[src/rtl/mult_seq_ctrl_pkg.sv]
// Shared types and constants for the shift-and-add multiplier sequencer.
// Latency: none (declarations only).
// Backpressure: none; mode codes follow the shiftregmodes header if already loaded.
package mult_seq_ctrl_pkg;

  // The shiftregmodes header owns these codes; the guards only cover a build
  // where that header has not been read ahead of this package.
`ifndef SR_HOLD
`define SR_HOLD 2'b00
`endif
`ifndef SR_LEFT
`define SR_LEFT 2'b01
`endif
`ifndef SR_RIGHT
`define SR_RIGHT 2'b10
`endif
`ifndef SR_PLOAD
`define SR_PLOAD 2'b11
`endif

  typedef logic [1:0] mode_t;

  localparam mode_t MODE_HOLD  = `SR_HOLD;
  localparam mode_t MODE_LEFT  = `SR_LEFT;
  localparam mode_t MODE_RIGHT = `SR_RIGHT;
  localparam mode_t MODE_PLOAD = `SR_PLOAD;

  // Step counter must be able to hold WIDTH itself (value shown in DONE).
  function automatic int cnt_width(input int width);
    return $clog2(width + 1);
  endfunction

endpackage

[src/rtl/mult_seq_ctrl_if.sv]
// Control bundle between the multiplier sequencer and its datapath/register file.
// Latency: none (wiring only).
// Backpressure: none; start/busy/done is a level handshake, start ignored while busy.
interface mult_seq_ctrl_if
  import mult_seq_ctrl_pkg::*;
#(
  parameter int WIDTH = 8,
  parameter int CNT_W = cnt_width(WIDTH)
);
  logic             start;
  logic             abort;
  logic             a_lsb;
  logic             a_zero;
  mode_t            mode_a;
  mode_t            mode_b;
  logic             ser_a;
  logic             ser_b;
  logic             acc_clr;
  logic             acc_add;
  logic             busy;
  logic             done;
  logic [CNT_W-1:0] step_cnt;

  // Register file and datapath side: issues commands, reports multiplier bits.
  modport master (
    output start, abort, a_lsb, a_zero,
    input  mode_a, mode_b, ser_a, ser_b, acc_clr, acc_add, busy, done, step_cnt
  );

  // Sequencer side.
  modport slave (
    input  start, abort, a_lsb, a_zero,
    output mode_a, mode_b, ser_a, ser_b, acc_clr, acc_add, busy, done, step_cnt
  );
endinterface

[src/rtl/mult_seq_ctrl.sv]
// Sequencer for the shift-and-add multiplier: LOAD, WIDTH RUN steps, one-cycle DONE.
// Latency: start at edge 0 -> done in cycle WIDTH+2 (shorter with MULT_EARLY_TERM_EN).
// Backpressure: start ignored while busy; abort returns to IDLE on the next edge.
module mult_seq_ctrl
  import mult_seq_ctrl_pkg::*;
#(
  parameter int WIDTH = 8
) (
  input  logic          clk,
  input  logic          rst_n,
  mult_seq_ctrl_if.slave bus
);

  localparam int CNT_W = cnt_width(WIDTH);
  localparam logic [CNT_W-1:0] LAST_STEP = CNT_W'(WIDTH - 1);

  localparam logic [1:0] ST_IDLE = 2'd0;
  localparam logic [1:0] ST_LOAD = 2'd1;
  localparam logic [1:0] ST_RUN  = 2'd2;
  localparam logic [1:0] ST_DONE = 2'd3;

  logic [1:0]       state_q, state_d;
  logic [CNT_W-1:0] cnt_q, cnt_d;
  logic             early_stop;

`ifdef MULT_EARLY_TERM_EN
  // Once the multiplier register reports zero, later steps would add nothing.
  assign early_stop = bus.a_zero;
`else
  assign early_stop = 1'b0;
  logic unused_a_zero;
  assign unused_a_zero = bus.a_zero;
`endif

  // Next-state and step-counter update.
  always_comb begin
    state_d = state_q;
    cnt_d   = cnt_q;
    case (state_q)
      ST_IDLE: begin
        if (bus.start && !bus.abort) state_d = ST_LOAD;
      end
      ST_LOAD: begin
        cnt_d   = '0;
        state_d = bus.abort ? ST_IDLE : ST_RUN;
      end
      ST_RUN: begin
        if (bus.abort) begin
          // Aborted step is not counted; count freezes at steps completed.
          state_d = ST_IDLE;
        end else begin
          cnt_d = cnt_q + CNT_W'(1);
          if (cnt_q == LAST_STEP || early_stop) state_d = ST_DONE;
        end
      end
      ST_DONE: begin
        state_d = ST_IDLE;
      end
      default: begin
        state_d = ST_IDLE;
      end
    endcase
  end

  // State and counter registers; reset is asynchronous so outputs drop at once.
  always_ff @(posedge clk or negedge rst_n) begin
    if (!rst_n) begin
      state_q <= ST_IDLE;
      cnt_q   <= '0;
    end else begin
      state_q <= state_d;
      cnt_q   <= cnt_d;
    end
  end

  // Moore decode of the datapath controls; only acc_add also looks at a_lsb.
  always_comb begin
    bus.mode_a  = MODE_HOLD;
    bus.mode_b  = MODE_HOLD;
    bus.acc_clr = 1'b0;
    bus.acc_add = 1'b0;
    bus.busy    = 1'b0;
    bus.done    = 1'b0;
    case (state_q)
      ST_LOAD: begin
        bus.mode_a  = MODE_PLOAD;
        bus.mode_b  = MODE_PLOAD;
        bus.acc_clr = 1'b1;
        bus.busy    = 1'b1;
      end
      ST_RUN: begin
        // Accumulator samples B before this edge's left shift takes effect.
        bus.mode_a  = MODE_RIGHT;
        bus.mode_b  = MODE_LEFT;
        bus.acc_add = bus.a_lsb;
        bus.busy    = 1'b1;
      end
      ST_DONE: begin
        bus.done = 1'b1;
        bus.busy = 1'b1;
      end
      default: begin
        bus.busy = 1'b0;
      end
    endcase
  end

  assign bus.ser_a    = 1'b0;
  assign bus.ser_b    = 1'b0;
  assign bus.step_cnt = cnt_q;

endmodule

[src/flat_wrapper.sv]
// flat-port wrapper written by rule: the top's interface ports become plain ports
module mult_seq_ctrl_flat import mult_seq_ctrl_pkg::*;
#(
  parameter int WIDTH = 8
)
  (clk, rst_n, bus_start, bus_abort, bus_a_lsb, bus_a_zero, bus_mode_a, bus_mode_b, bus_ser_a, bus_ser_b, bus_acc_clr, bus_acc_add, bus_busy, bus_done, bus_step_cnt);
  mult_seq_ctrl_if #(.WIDTH(WIDTH)) bus_i ();
  input  logic clk;
  input  logic rst_n;
  input wire logic [$bits(bus_i.start)-1:0] bus_start;
  input wire logic [$bits(bus_i.abort)-1:0] bus_abort;
  input wire logic [$bits(bus_i.a_lsb)-1:0] bus_a_lsb;
  input wire logic [$bits(bus_i.a_zero)-1:0] bus_a_zero;
  output wire logic [$bits(bus_i.mode_a)-1:0] bus_mode_a;
  output wire logic [$bits(bus_i.mode_b)-1:0] bus_mode_b;
  output wire logic [$bits(bus_i.ser_a)-1:0] bus_ser_a;
  output wire logic [$bits(bus_i.ser_b)-1:0] bus_ser_b;
  output wire logic [$bits(bus_i.acc_clr)-1:0] bus_acc_clr;
  output wire logic [$bits(bus_i.acc_add)-1:0] bus_acc_add;
  output wire logic [$bits(bus_i.busy)-1:0] bus_busy;
  output wire logic [$bits(bus_i.done)-1:0] bus_done;
  output wire logic [$bits(bus_i.step_cnt)-1:0] bus_step_cnt;
  assign bus_i.start = bus_start;
  assign bus_i.abort = bus_abort;
  assign bus_i.a_lsb = bus_a_lsb;
  assign bus_i.a_zero = bus_a_zero;
  assign bus_mode_a = bus_i.mode_a;
  assign bus_mode_b = bus_i.mode_b;
  assign bus_ser_a = bus_i.ser_a;
  assign bus_ser_b = bus_i.ser_b;
  assign bus_acc_clr = bus_i.acc_clr;
  assign bus_acc_add = bus_i.acc_add;
  assign bus_busy = bus_i.busy;
  assign bus_done = bus_i.done;
  assign bus_step_cnt = bus_i.step_cnt;
  mult_seq_ctrl #(.WIDTH(WIDTH)) u_core (.clk(clk), .rst_n(rst_n), .bus(bus_i));
endmodule
[config.mk]
export PLATFORM = sky130hd
export DESIGN_NAME = mult_seq_ctrl_flat
export DESIGN_NICKNAME = d
export VERILOG_FILES = /design/src/rtl/mult_seq_ctrl_pkg.sv /design/src/rtl/mult_seq_ctrl_if.sv /design/src/rtl/mult_seq_ctrl.sv /design/src/flat_wrapper.sv
export SDC_FILE = /design/constraint.sdc
export NUM_CORES = 1
export LEC_CHECK = 0
export BUFFER_PORTS_ARGS = -buffer_cell sky130_fd_sc_hd__buf_2
export CORE_MARGIN = 2
export CORE_UTILIZATION = 30
export CTS_CLUSTER_SIZE = 40
export DETAILED_ROUTE_END_ITERATION = 8
export HOLD_SLACK_MARGIN = 0.02
export RECOVER_POWER = 25
export SLEW_MARGIN = 10
export SYNTH_ARGS = -nofsm -noshare
export SYNTH_HDL_FRONTEND = slang
export SYNTH_SLANG_ARGS = --single-unit
export TNS_END_PERCENT = 10
[constraint.sdc]
create_clock -name clk -period 1.7 [get_ports clk]
set_input_delay 0.425 -clock clk [delete_from_list [all_inputs] [get_ports clk]]
set_output_delay 0.425 -clock clk [all_outputs]
set_load 0.02 [all_outputs]
After elaboration in Yosys (flattened, before gate mapping)
Index checks and enable logic that the tools add are counted.
Widths: inputs -> output; s select.
{"block": "classes", "addsub": 1, "eq_ne": 7, "mux": 13, "n_reduce_logical": 7}
{"operator": "$mux 2", "n": 4}
{"operator": "$pmux 2 s2", "n": 2}
{"operator": "$pmux 2 s4", "n": 1}
{"operator": "$pmux 4 s2", "n": 1}
{"operator": "$add 4x1->4 const B", "n": 1}
{"operator": "$eq 2x2->1 const B", "n": 2}
{"operator": "$eq 4x3->1 const B", "n": 1}
{"operator": "$mux 1", "n": 4}
{"operator": "$mux 4", "n": 1}
{"operator": "$reduce_and 2->1", "n": 2}
{"operator": "$ne 3x2->1 const B", "n": 1}
{"operator": "$reduce_or 3->1", "n": 1}
{"operator": "$eq 2x1->1 const B", "n": 1}
{"operator": "$logic_not 2->1", "n": 1}
{"operator": "$ne 2x1->1 const B", "n": 1}
{"operator": "$ne 2x2->1 const B", "n": 1}
{"operator": "$reduce_bool 2->1", "n": 1}
{"operator": "$logic_and 1x1->1", "n": 1}
{"operator": "$logic_not 1->1", "n": 1}
{"block": "totals", "reg_bits": 6, "inputBits": 6}

Depth between registers and ports, before layout
{"block": "depth", "depth_word": 4, "depth_mapped": 5}

Least setup slack after synthesis
No wires, ideal clock.
{"block": "synth_timing", "path_kind": "register -> register", "startpoint": "reg u_core.state_q[0]", "endpoint": "reg u_core.state_q[1]", "setup_time_ps": 125, "arrival_ps": 1315, "required_time_ps": 1575, "setup_slack_ps": 260, "path_stages_with_launch": 6, "cell_sequence": "dfrtp_1 inv_1 ha_1 nor2b_2 a22oi_2 mux2_4"}
{"block": "synth_via", "elab_chain_len": 3, "word_cells_on_any_way": 8, "classes_between": "eq/ne: 5; mux: 1; reduce/logical: 2"}
{"item": "from (decl)", "line": "mult_seq_ctrl.sv:22", "text": "logic [1:0] state_q, state_d;"}
{"item": "from (signal assigned)", "line": "mult_seq_ctrl.sv:71", "text": "state_q <= state_d;"}
{"item": "$eq 2x2->1 or $logic_not 2->1 (tied branches)", "line": "mult_seq_ctrl.sv:39", "text": "case (state_q)"}
{"item": "$ne 3x2->1 (no source line) or $ne 2x1->1 (tied branches)"}
{"item": "$reduce_and 2->1 (no source line)"}
Several ways; a longest one is shown, not always the timed one.
A chain may end at the register's enable or synchronous reset.

Final worst setup path
{"block": "layout_timing", "startpoint": "reg u_core.state_q[0]", "endpoint": "out bus_acc_add"}
{"block": "layout_via", "elab_chain_len": 2}
{"item": "$eq 2x2->1", "line": "mult_seq_ctrl.sv:84", "text": "case (state_q)"}
{"item": "$mux 1", "line": "mult_seq_ctrl.sv:84"}
{"item": "to (decl)", "line": "flat_wrapper.sv:19", "text": "output wire logic [$bits(bus_i.acc_add)-1:0] bus_acc_add;"}
No other way between the ends.

==> run_results.csv <==
group,metric,value,unit
clocking,worstSkewPairLatency,240,ps
min_path,worstHoldStart,"u_core.bus.step_cnt[3]$_DFFE_PN0P_",
timing,max_freq,610,MHz
route,route.final.wire_length,850,um
floorplanning,ports_placed_on_the_boundary,20,
worst_setup_path,worstRegToRegCells,4,
placement,pre_cts_slack,193,ps
worst_setup_path,crit_path_start_kind,"register",
timing,finalHoldViolCount,0,
timing,setup-violations-final,0,
global_route,grtUsageTotal,0.105,
clocking,cts-root-to-sink-buffers,2,
route,vias,350,
logic_synthesis,post_synth_instance_area,454,sq um
placement,i_o_buffers,16,
timing,final_min_period_over_clock_period,0.964,
worst_setup_path,worstSetupEndpointType,"output pin",
floorplanning,die-area,0.00184,sq mm
clocking,tritoncts.num_buffers,3,
floorplanning,placementRows,14,
floorplanning,die_h,42.9,um
route,routed_wire_length_per_instance,11.3,um
logic_synthesis,postSynthRegisterBits,6,
route,route.detailed.vias_per_inst,4.67,
global_route,grt_pass1_vias,325,
timing,maxSlewViolCount,0,
global_route,wire_length_of_the_first_global_routing_pass,1.37,mm
timing,setup_repair_after_global_routing_missed_its_margin,"false",
placement,detailedPlacementHpwl,673,um
cells_and_area,finalNetCount,73,
clocking,post_cts_buffers,0,
min_path,holdCritPathClass,"reg2reg",
logic_synthesis,syn_area_per_cell,11.1,sq um
power,share_of_power_burned_in_the_clock_network,0.131,
timing,worst_slack,60.9,ps
run,drv.max_cap_violation_count,0,
worst_setup_path,criticalPathCategory,"reg2out",
power,powerDensity,1740,mW/mm^2
logic_synthesis,post_synth_inst_count,41,
logic_synthesis,post_synth_main_area_contributors,"sky130_fd_sc_hd__dfrtp_1, sky130_fd_sc_hd__ha_1, sky130_fd_sc_hd__buf_4, sky130_fd_sc_hd__a22o_1, sky130_fd_sc_hd__xnor2_1",
placement,place_congestion,0.693,
power,power.switching,0.479,mW
floorplanning,die_x,42.9,um
worst_setup_path,critical_path_peak_fanout,7,
placement,post-place-cells,71,
clocking,cts.sink_count,6,
timing,final.min_clock_period,1640,ps
route,drt_first_pass_iters,2,
worst_setup_path,reg2reg_to,"u_core.state_q[1]$_DFFE_PN0P_",
clocking,htreeDepth,1,
cells_and_area,diodes,0,
worst_setup_path,worst-r2r-setup-slack,290,ps
timing,fin_worst_skew,3.13,ps
floorplanning,initial_utilization,0.312,
cells_and_area,area_growth,27.5,%
global_route,grt_max_degree,8,
logic_synthesis,synth_top_cell_area_share,0.331,
min_path,hold_path_end,"u_core.bus.step_cnt[3]$_DFFE_PN0P_",
cells_and_area,finalInstanceArea,579,sq um
clocking,cts_tree,"done",
clocking,cts-root-buf,"sky130_fd_sc_hd__clkbuf_4",
min_path,count_of_cells_along_the_worst_hold_path,1,
power,peak_supply_drop,602,uV
cells_and_area,final-instance-count-excl-fill,75,
worst_setup_path,critical_path_required,1270,ps
logic_synthesis,synth_largest_area_cell,"sky130_fd_sc_hd__dfrtp_1",
route,initialDrtViolationCount,2,
placement,placedInstanceArea,536,sq um
global_route,grt_remaining_overflow,0,
power,pwr-share-comb,0.655,
timing,final.setup.tns,0,ps
floorplanning,area_of_the_placeable_core,0.00145,sq mm
cells_and_area,multiInputGateArea,272,sq um
worst_setup_path,crit_arrival,1210,ps
logic_synthesis,ys_warn_count,0,
power,pwr-share-seq,0.214,
route,final_routed_drc_violation_total,0,
logic_synthesis,seq_area_frac_synth,0.331,
power,intPower,0.528,mW
route,antenna_violating_nets_post_route,0,
logic_synthesis,synth.distinct_cells,20,
clocking,path_clk_slew,50,ps
power,leakage,0.306,nW
worst_setup_path,worstReg2RegStart,"u_core.state_q[1]$_DFFE_PN0P_",
power,power_switching_share,0.476,
cells_and_area,fillerInstances,152,
global_route,grt_antenna_before_repair,0,
cells_and_area,regArea,150,sq um
cells_and_area,final_layout_size_suffix_gt1_frac,0.458,
status,outcome,"complete, no violations",
power,design_power_total,1.01,mW
flip-flops by register name (all words and copies together), names as in the netlist:
| register | count |
|---|---|
| u_core.state_q | 2 |
| u_core.bus.step_cnt | 4 |
power groups by stage:
stage	combinational [mW]	sequential, mW	clock, mW
2_1_floorplan	0.503	0.224	0
3_3_place_gp	0.644	0.209	0
3_5_place_dp	0.657	0.213	0
4_1_cts	0.676	0.214	0.136
5_1_grt	0.718	0.222	0.144
6_report	0.659	0.216	0.131
area by class of cell:
cell class / count / share of cell area
Inverter: 3 / 0.0194
Multi-Input combinational cell: 28 / 0.469
Timing Repair Buffer: 19 / 0.179
Clock buffer: 3 / 0.0389
Tap cell: 16 / 0.0346
Sequential cell: 6 / 0.259
cells by family after synthesis:
group / Yosys count / synth area share
buf+inv: 8 / 0.107
compound gates: 7 / 0.140
fa+ha+maj: 6 / 0.165
xor+xnor: 3 / 0.0579
other cells: 1 / 0.00826
mux: 2 / 0.0578
simple gates: 8 / 0.132
flops: 6 / 0.331
synth_stat cells, drive strengths merged:
cell type,number
nand2b,2
a211o,1
nand4b,1
a22oi,1
conb,1
xnor2,3
and2,1
o21a,1
nor3,1
mux2,2
inv,3
a22o,4
nand3b,1
nor2,1
dfrtp,6
nor2b,1
buf,5
ha,6
worst max-delay path by stage:
stage	startpoint	endpoint	slack, ps
final	u_core.state_q[0]$_DFFE_PN0P_	bus_acc_add	60
after global routing	u_core.state_q[0]$_DFFE_PN0P_	bus_acc_add	0.5
after CTS	u_core.state_q[0]$_DFFE_PN0P_	bus_acc_add	40
after detailed placement	u_core.state_q[0]$_DFFE_PN0P_	bus_acc_add	190
after global placement	u_core.state_q[0]$_DFFE_PN0P_	bus_acc_add	200
after floorplan	u_core.state_q[0]$_DFFE_PN0P_	u_core.state_q[1]$_DFFE_PN0P_	260
per-stage QoR:
step | hold WS (ps) | util
3_5_place_dp | 258 | 0.368
6_report | 568 | 0.398
2_1_floorplan | 129 | -
3_3_place_gp | 255 | 0.368
5_1_grt | 614 | 0.398
4_1_cts | 529 | 0.399
timing repair:
item                       CTS  global route
gates resized for setup      2             1
hold endpoints to repair     6             0
pin swaps                    0             0
setup endpoints to repair    1             2
hold buffers                 1             0
layer usage:
layer / part of all wire / GRT usage / up-vias
li1: - / - / 170
met1: 0.46 / 0.112 / 166
met2: 0.48 / 0.170 / 12
met3: 0.055 / 0.0383 / 2
met4: 0.0047 / 0.0750 / 0
met5: 0 / 0 / -
worst max-delay path, stage by stage (launching register included):
cell and delay [ps]:
sky130_fd_sc_hd__dfrtp_1 370, sky130_fd_sc_hd__inv_1 140, sky130_fd_sc_hd__ha_4 190, sky130_fd_sc_hd__and2_1 120, sky130_fd_sc_hd__buf_2 150
cell usage in the layout, fill, tap and decap left out, drive strengths merged, types with 2 or more instances in the layout:
cell type / instances
buf: 17
conb: 2
ha: 6
nand2b: 2
xnor2: 3
clkbuf: 4
mux2: 2
dfrtp: 6
a22o: 4
inv: 3
Note: power is estimated with default switching activity, not from simulation.
